[src/rtl/dbg_bus_master_if.sv]
// Shared debug system-bus signals between the bus-master sequencer and
// the wire-OR'd bus fabric / slave side.
interface dbg_bus_master_if;
    logic        bus_request_o;
    logic        bus_grant_i;
    logic [31:0] address_dataOUT;
    logic [3:0]  byte_enablesOUT;
    logic [7:0]  burstSizeOUT;
    logic        read_n_writeOUT;
    logic        begin_transactionOUT;
    logic        end_transactionOUT;
    logic        data_validOUT;
    logic        busyOUT;
    logic [31:0] address_dataIN;
    logic        end_transactionIN;
    logic        data_validIN;
    logic        busyIN;
    logic        errorIN;

    modport master (
        output bus_request_o,
        output address_dataOUT,
        output byte_enablesOUT,
        output burstSizeOUT,
        output read_n_writeOUT,
        output begin_transactionOUT,
        output end_transactionOUT,
        output data_validOUT,
        output busyOUT,
        input  bus_grant_i,
        input  address_dataIN,
        input  end_transactionIN,
        input  data_validIN,
        input  busyIN,
        input  errorIN
    );

    modport slave (
        input  bus_request_o,
        input  address_dataOUT,
        input  byte_enablesOUT,
        input  burstSizeOUT,
        input  read_n_writeOUT,
        input  begin_transactionOUT,
        input  end_transactionOUT,
        input  data_validOUT,
        input  busyOUT,
        output bus_grant_i,
        output address_dataIN,
        output end_transactionIN,
        output data_validIN,
        output busyIN,
        output errorIN
    );
endinterface

[src/rtl/dbg_bus_master.sv]
// Debug bus-master sequencer: requests the system bus and runs single or
// burst read/write transfers with flow control, error and timeout abort.
module dbg_bus_master #(
    parameter int TIMEOUT_CYCLES = 1024
) (
    input  logic             system_clock,
    input  logic             system_reset_n,
    input  logic             req_valid,
    output logic             req_ready,
    input  logic             req_write,
    input  logic [31:0]      req_address,
    input  logic [3:0]       req_byte_en,
    input  logic [7:0]       req_burst,
    input  logic [31:0]      wr_data,
    input  logic             wr_valid,
    output logic             wr_ready,
    output logic [31:0]      rd_data,
    output logic             rd_valid,
    input  logic             rd_ready,
    output logic             done_o,
    output logic             done_error_o,
    dbg_bus_master_if.master bus
);
    localparam int TW = $clog2(TIMEOUT_CYCLES + 1);
    localparam logic [TW-1:0] TMO_LAST = TW'(TIMEOUT_CYCLES - 1);

    typedef enum logic [2:0] {
        S_IDLE, S_REQ, S_BEGIN, S_WRITE, S_WEND, S_READ, S_DONE
    } state_t;

    state_t        state_q, state_d;
    logic          live_q;
    logic          write_q;
    logic [31:0]   addr_q;
    logic [3:0]    be_q;
    logic [7:0]    burst_q;
    logic [7:0]    count_q, count_d;
    logic [TW-1:0] tmo_q, tmo_d;
    logic          err_q, err_d;
    logic          last_q, last_d;
    logic          take;
    logic          beat;

    assign take = req_valid && live_q && (state_q == S_IDLE);

    always_ff @(posedge system_clock or negedge system_reset_n) begin
        if (!system_reset_n) begin
            state_q <= S_IDLE;
            live_q  <= 1'b0;
            write_q <= 1'b0;
            addr_q  <= '0;
            be_q    <= '0;
            burst_q <= '0;
            count_q <= '0;
            tmo_q   <= '0;
            err_q   <= 1'b0;
            last_q  <= 1'b0;
        end else begin
            state_q <= state_d;
            live_q  <= 1'b1;
            count_q <= count_d;
            tmo_q   <= tmo_d;
            err_q   <= err_d;
            last_q  <= last_d;
            if (take) begin
                write_q <= req_write;
                addr_q  <= req_address;
                be_q    <= req_byte_en;
                burst_q <= req_burst;
            end
        end
    end

    always_comb begin
        state_d = state_q;
        count_d = count_q;
        tmo_d   = tmo_q;
        err_d   = err_q;
        last_d  = last_q;
        beat    = 1'b0;

        req_ready    = live_q && (state_q == S_IDLE);
        wr_ready     = 1'b0;
        rd_valid     = 1'b0;
        rd_data      = '0;
        done_o       = 1'b0;
        done_error_o = 1'b0;

        bus.bus_request_o        = 1'b0;
        bus.address_dataOUT      = '0;
        bus.byte_enablesOUT      = '0;
        bus.burstSizeOUT         = '0;
        bus.read_n_writeOUT      = 1'b0;
        bus.begin_transactionOUT = 1'b0;
        bus.end_transactionOUT   = 1'b0;
        bus.data_validOUT        = 1'b0;
        bus.busyOUT              = 1'b0;

        unique case (state_q)
            S_IDLE: begin
                if (take) begin
                    state_d = S_REQ;
                    count_d = req_burst;
                    last_d  = 1'b0;
                    err_d   = 1'b0;
                end
            end
            S_REQ: begin
                bus.bus_request_o = 1'b1;
                if (bus.bus_grant_i) state_d = S_BEGIN;
            end
            S_BEGIN: begin
                bus.bus_request_o        = 1'b1;
                bus.begin_transactionOUT = 1'b1;
                bus.address_dataOUT      = addr_q;
                bus.byte_enablesOUT      = be_q;
                bus.burstSizeOUT         = burst_q;
                bus.read_n_writeOUT      = !write_q;
                tmo_d = '0;
                if (bus.errorIN) begin
                    err_d   = 1'b1;
                    state_d = write_q ? S_WEND : S_DONE;
                end else begin
                    state_d = write_q ? S_WRITE : S_READ;
                end
            end
            S_WRITE: begin
                bus.bus_request_o   = 1'b1;
                bus.data_validOUT   = wr_valid;
                bus.address_dataOUT = wr_data;
                // an erroring cycle must not look like a handshake upstream
                wr_ready = !bus.busyIN && !bus.errorIN;
                beat     = wr_valid && wr_ready;
                if (bus.errorIN) begin
                    err_d   = 1'b1;
                    state_d = S_WEND;
                end else if (beat) begin
                    tmo_d = '0;
                    if (count_q == 8'd0) state_d = S_WEND;
                    else count_d = count_q - 8'd1;
                end else if (tmo_q == TMO_LAST) begin
                    err_d   = 1'b1;
                    state_d = S_WEND;
                end else begin
                    tmo_d = tmo_q + 1'b1;
                end
            end
            S_WEND: begin
                bus.bus_request_o      = 1'b1;
                bus.end_transactionOUT = 1'b1;
                state_d = S_DONE;
            end
            S_READ: begin
                bus.bus_request_o = 1'b1;
                bus.busyOUT       = !rd_ready;
                beat = bus.data_validIN && rd_ready
                    && !last_q && !bus.errorIN;
                rd_valid = beat;
                rd_data  = beat ? bus.address_dataIN : '0;
                if (beat) begin
                    tmo_d = '0;
                    if (count_q == 8'd0) last_d = 1'b1;
                    else count_d = count_q - 8'd1;
                end
                if (bus.errorIN) begin
                    err_d   = 1'b1;
                    state_d = S_DONE;
                end else if (bus.end_transactionIN) begin
                    state_d = S_DONE;
                    if (!(last_q || (beat && count_q == 8'd0)))
                        err_d = 1'b1;
                end else if (!beat) begin
                    if (tmo_q == TMO_LAST) begin
                        err_d   = 1'b1;
                        state_d = S_DONE;
                    end else begin
                        tmo_d = tmo_q + 1'b1;
                    end
                end
            end
            S_DONE: begin
                done_o       = 1'b1;
                done_error_o = err_q;
                err_d   = 1'b0;
                last_d  = 1'b0;
                tmo_d   = '0;
                state_d = S_IDLE;
            end
            default: state_d = S_IDLE;
        endcase
    end
endmodule

[src/flat_wrapper.sv]
// flat-port wrapper written by rule: the top's interface ports become plain ports
module dbg_bus_master_flat 
#(
    parameter int TIMEOUT_CYCLES = 1024
)
  (system_clock, system_reset_n, req_valid, req_ready, req_write, req_address, req_byte_en, req_burst, wr_data, wr_valid, wr_ready, rd_data, rd_valid, rd_ready, done_o, done_error_o, bus_bus_request_o, bus_address_dataOUT, bus_byte_enablesOUT, bus_burstSizeOUT, bus_read_n_writeOUT, bus_begin_transactionOUT, bus_end_transactionOUT, bus_data_validOUT, bus_busyOUT, bus_bus_grant_i, bus_address_dataIN, bus_end_transactionIN, bus_data_validIN, bus_busyIN, bus_errorIN);
  dbg_bus_master_if bus_i ();
  input  logic system_clock;
  input  logic system_reset_n;
  input  logic req_valid;
  output logic req_ready;
  input  logic req_write;
  input  logic [31:0] req_address;
  input  logic [3:0] req_byte_en;
  input  logic [7:0] req_burst;
  input  logic [31:0] wr_data;
  input  logic wr_valid;
  output logic wr_ready;
  output logic [31:0] rd_data;
  output logic rd_valid;
  input  logic rd_ready;
  output logic done_o;
  output logic done_error_o;
  output wire logic [$bits(bus_i.bus_request_o)-1:0] bus_bus_request_o;
  output wire logic [$bits(bus_i.address_dataOUT)-1:0] bus_address_dataOUT;
  output wire logic [$bits(bus_i.byte_enablesOUT)-1:0] bus_byte_enablesOUT;
  output wire logic [$bits(bus_i.burstSizeOUT)-1:0] bus_burstSizeOUT;
  output wire logic [$bits(bus_i.read_n_writeOUT)-1:0] bus_read_n_writeOUT;
  output wire logic [$bits(bus_i.begin_transactionOUT)-1:0] bus_begin_transactionOUT;
  output wire logic [$bits(bus_i.end_transactionOUT)-1:0] bus_end_transactionOUT;
  output wire logic [$bits(bus_i.data_validOUT)-1:0] bus_data_validOUT;
  output wire logic [$bits(bus_i.busyOUT)-1:0] bus_busyOUT;
  input wire logic [$bits(bus_i.bus_grant_i)-1:0] bus_bus_grant_i;
  input wire logic [$bits(bus_i.address_dataIN)-1:0] bus_address_dataIN;
  input wire logic [$bits(bus_i.end_transactionIN)-1:0] bus_end_transactionIN;
  input wire logic [$bits(bus_i.data_validIN)-1:0] bus_data_validIN;
  input wire logic [$bits(bus_i.busyIN)-1:0] bus_busyIN;
  input wire logic [$bits(bus_i.errorIN)-1:0] bus_errorIN;
  assign bus_bus_request_o = bus_i.bus_request_o;
  assign bus_address_dataOUT = bus_i.address_dataOUT;
  assign bus_byte_enablesOUT = bus_i.byte_enablesOUT;
  assign bus_burstSizeOUT = bus_i.burstSizeOUT;
  assign bus_read_n_writeOUT = bus_i.read_n_writeOUT;
  assign bus_begin_transactionOUT = bus_i.begin_transactionOUT;
  assign bus_end_transactionOUT = bus_i.end_transactionOUT;
  assign bus_data_validOUT = bus_i.data_validOUT;
  assign bus_busyOUT = bus_i.busyOUT;
  assign bus_i.bus_grant_i = bus_bus_grant_i;
  assign bus_i.address_dataIN = bus_address_dataIN;
  assign bus_i.end_transactionIN = bus_end_transactionIN;
  assign bus_i.data_validIN = bus_data_validIN;
  assign bus_i.busyIN = bus_busyIN;
  assign bus_i.errorIN = bus_errorIN;
  dbg_bus_master #(.TIMEOUT_CYCLES(TIMEOUT_CYCLES)) u_core (.system_clock(system_clock), .system_reset_n(system_reset_n), .req_valid(req_valid), .req_ready(req_ready), .req_write(req_write), .req_address(req_address), .req_byte_en(req_byte_en), .req_burst(req_burst), .wr_data(wr_data), .wr_valid(wr_valid), .wr_ready(wr_ready), .rd_data(rd_data), .rd_valid(rd_valid), .rd_ready(rd_ready), .done_o(done_o), .done_error_o(done_error_o), .bus(bus_i));
endmodule
[config.mk]
export PLATFORM = sky130hd
export DESIGN_NAME = dbg_bus_master_flat
export DESIGN_NICKNAME = d
export VERILOG_FILES = /design/src/rtl/dbg_bus_master_if.sv /design/src/rtl/dbg_bus_master.sv /design/src/flat_wrapper.sv
export SDC_FILE = /design/constraint.sdc
export NUM_CORES = 1
export LEC_CHECK = 0
export BUFFER_PORTS_ARGS = -buffer_cell sky130_fd_sc_hd__buf_2
export CELL_PAD_IN_SITES_DETAIL_PLACEMENT = 0
export CELL_PAD_IN_SITES_GLOBAL_PLACEMENT = 1
export CORE_MARGIN = 3
export CORE_UTILIZATION = 31
export DETAILED_ROUTE_END_ITERATION = 6
export HOLD_SLACK_MARGIN = 0.12
export MAX_ROUTING_LAYER = met4
export PLACE_DENSITY = 0.84
export RECOVER_POWER = 50
export SLEW_MARGIN = 20
export SYNTH_ARGS = -nofsm -noshare
export SYNTH_HDL_FRONTEND = slang
export SYNTH_SLANG_ARGS = --single-unit
[constraint.sdc]
create_clock -name system_clock -period 2 [get_ports system_clock]
set_input_delay 0.1 -clock system_clock [delete_from_list [all_inputs] [get_ports system_clock]]
set_output_delay 0.1 -clock system_clock [all_outputs]
set_load 0.02 [all_outputs]
==> metrics.md <==
| Metric | Value |
|---|---|
| Leakage power | `3.21 nW` |
| Total power | `8.24 mW` |
| DRC viols | `0` |
| Nets | `781` |
| Syn Area/Cell | `10.1 sq um` |
| Min-Delay Path Class | `primary input to flip-flop` |
| Final Setup Violations | `0` |
| CTS Buf Count | `9` |
| Min Tclk post-route | `1.90 ns` |
| Setup TNS | `0 ns` |
| Die height | `121 microns` |
| Synthesized area | `4110 sq um` |
| Storage cell area | `1750 sq um` |
| Unrepaired setup endpoints after global routing | `false` |
| Die area | `14700 sq um` |
| Core area | `12800 sq um` |
| CP startpoint kind | `flip-flop` |
| First-pass GRT wire length | `20.0 mm` |
| Core Rows | `41` |
| Starting Density | `0.322` |
| Share of cells above drive strength 1 | `0.446` |
| Most frequent cells in the layout | `buf_2 (198), dfrtp_1 (70), and3_1 (47)` |
| Hold_ws | `0.233 ns` |
| Clock Tree Root | `clkbuf_16` |
| WL/cell | `15.7 microns` |
| Tcrit/Tclk final | `0.950` |
| Clk slew on worst S/H paths | `0.06 ns` |
| CP Max Fanout | `17` |
| Initial antenna violation count | `0` |
| Top cells by area, synth | `dfrtp_1 (43%), mux2_2 (12%), and3_1 (7.3%), a22o_1 (7.0%), nand2_1 (2.3%)` |
| First-pass detailed-route iteration total | `4` |
| CTS tree | `built` |
| Clk_skew | `0.00699 ns` |
| Final hold viol count | `0` |
| ANT nets after route | `0` |
| Seq/Total Area, Yosys | `0.426` |
| Finished Core Util | `0.487` |
| Placed Cells | `772` |
| Synth Register Bits | `70` |
| Post-synth top area share | `0.426` |
| Worst-Skew Late Latency | `0.33 ns` |
| Final worst setup slack | `0.0993 ns` |
| 1st-iter DRT viols | `226` |
| Die Span X | `121 microns` |
| Max-cap violation count | `0` |
| Crit Path Class | `flip-flop to output pin` |
| Port Buf Inserts | `205` |
| Largest net degree at the start of global routing | `71` |
| Vias per inst | `5.05` |
| PwrDens | `1320 nW/um^2` |
| Post-synth top area cell | `dfrtp_1` |
| Vias in the first global route | `4134` |
| Hold Path Depth | `4` |
| Post-Route WL | `13.1 mm` |
| Post-DP HPWL | `9.19 mm` |
| Slew Viols, Final | `0` |
| Synthesis-to-layout area growth | `51.4%` |
| Main synth FF type | `dfrtp_1` |
| Post-synth EDFFs | `0` |
| Final antenna diode count | `0` |
| Crit. End Element | `output pin` |
| Overall Global Routing Usage | `0.173` |
| Worst r2r path cells | `6` |
| Clk buf depth | `2` |
| Ports | `206` |
| Synth Warn # | `0` |
| Design Area, Final | `6220 sq um` |
| Clock Sinks | `70` |
| Footprint of the multi-input gates | `2180 sq um` |
| Setup slack at placement | `0.121 ns` |
| Via Count | `4216` |
| Syn nets | `530` |
| Req. time, crit path | `1.90 ns` |
| Max Clock Freq | `0.526 GHz` |
| Arr. time, crit path | `1.80 ns` |
| Congestion Overflow GR | `0` |
| Post-synth ARST share | `1.00` |
| Max VDD drop | `486 uV` |
| Netlist cell types | `58` |
| H-tree levels | `3` |
| GP Congestion | `0.916` |
| Least-Margin Pin Slew | `0.966 ns` |
| Post-Layout Cell Count | `835` |
| Outcome | `finished, final reports clean` |
| Fill cell count | `1167` |
| Slew margin rel. | `0.356` |
| Commonest non-fill, non-tap cell in the layout | `buf_2` |
| DP Area | `5380 sq um` |
| Synth Instances | `407` |
==> registers in the layout (all words and copies together), names as in the netlist, 3 cells and up <==
signal	flops
u_core.burst_q	8
u_core.tmo_q	11
u_core.state_q	3
u_core.addr_q	32
u_core.count_q	8
u_core.be_q	4
==> worst max-delay path, cell delays in order, from the launching register on <==
cell,delay (ns)
dfrtp_1,0.41
buf_4,0.19
nor2_2,0.14
nand2_2,0.11
inv_4,0.10
buf_12,0.15
a22o_1,0.19
buf_2,0.18
==> worst paths after layout <==
path                                      endpoint  slack (ns)              start
min in group asynchronous        u_core.addr_q[28]        0.57     system_reset_n
hold reg to reg                  u_core.count_q[0]        0.50  u_core.count_q[0]
setup / recovery           bus_address_dataOUT[24]         0.1  u_core.state_q[2]
hold / removal                   u_core.state_q[0]        0.23        bus_errorIN
max in group asynchronous        u_core.burst_q[0]        0.81     system_reset_n
setup reg to reg                   u_core.tmo_q[9]        0.12    u_core.tmo_q[0]
==> report_power, final <==
group / switching, mW / internal (mW) / leakage, nW / total, mW
sequential: 0.408 / 2.04 / 0.861 / 2.45
combinational: 2.12 / 1.71 / 2.17 / 3.82
clock: 0.614 / 1.35 / 0.180 / 1.96
==> metal layers <==
layer | up-vias | GRT usage | part of all wire
met5 | - | - | 0
met4 | 0 | 0.0413 | 0.015
met3 | 16 | 0.0396 | 0.054
met2 | 133 | 0.305 | 0.51
met1 | 2039 | 0.202 | 0.42
li1 | 2028 | - | -
==> synthesized netlist by cell type (4+ instances only) <==
library cell and instances:
dfrtp_1 70, clkbuf_1 12, buf_2 12, nor2_1 24, buf_4 6, a31oi_1 10, mux2_2 45, nand3b_1 6
inv_1 7, o21ai_0 17, nor4_1 4, nand2_1 25, nor3_1 5, a21oi_1 18, nand2b_1 4, ha_1 4
a22o_1 33, nand3_1 5, and3_1 48
==> final cells by class <==
| cell class | instances | share of cell area |
|---|---|---|
| clock inverters | 7 | 0.0235 |
| repair buffers | 271 | 0.268 |
| well taps | 172 | 0.0346 |
| clock buffers | 9 | 0.0362 |
| flip-flops and latches | 70 | 0.281 |
| multi-input cells | 298 | 0.351 |
| inverters | 8 | 0.00523 |
==> cells by family (layout without fill, tap and decap cells) <==
group                    Yosys count  count (layout)  synth area share
AND/OR/NAND/NOR                  144             144             0.208
flip-flops                        70              70             0.426
AO/OA/AOI/OAI                    102             102             0.180
adder cells (fa/ha/maj)            4               4            0.0122
other                              1               1          0.000912
multiplexers                      47              47             0.128
buffers and inverters             39             295            0.0447
==> what timing repair did <==
action,in CTS,in global routing
cloned,0,1
endpoints found under the hold margin,122,0
hold buffers,46,0
setup buffers,0,0
endpoints found under the setup margin,1,72
gates resized for setup,1,10
pin swaps,0,0
Note: power is estimated with default switching activity, not from simulation.
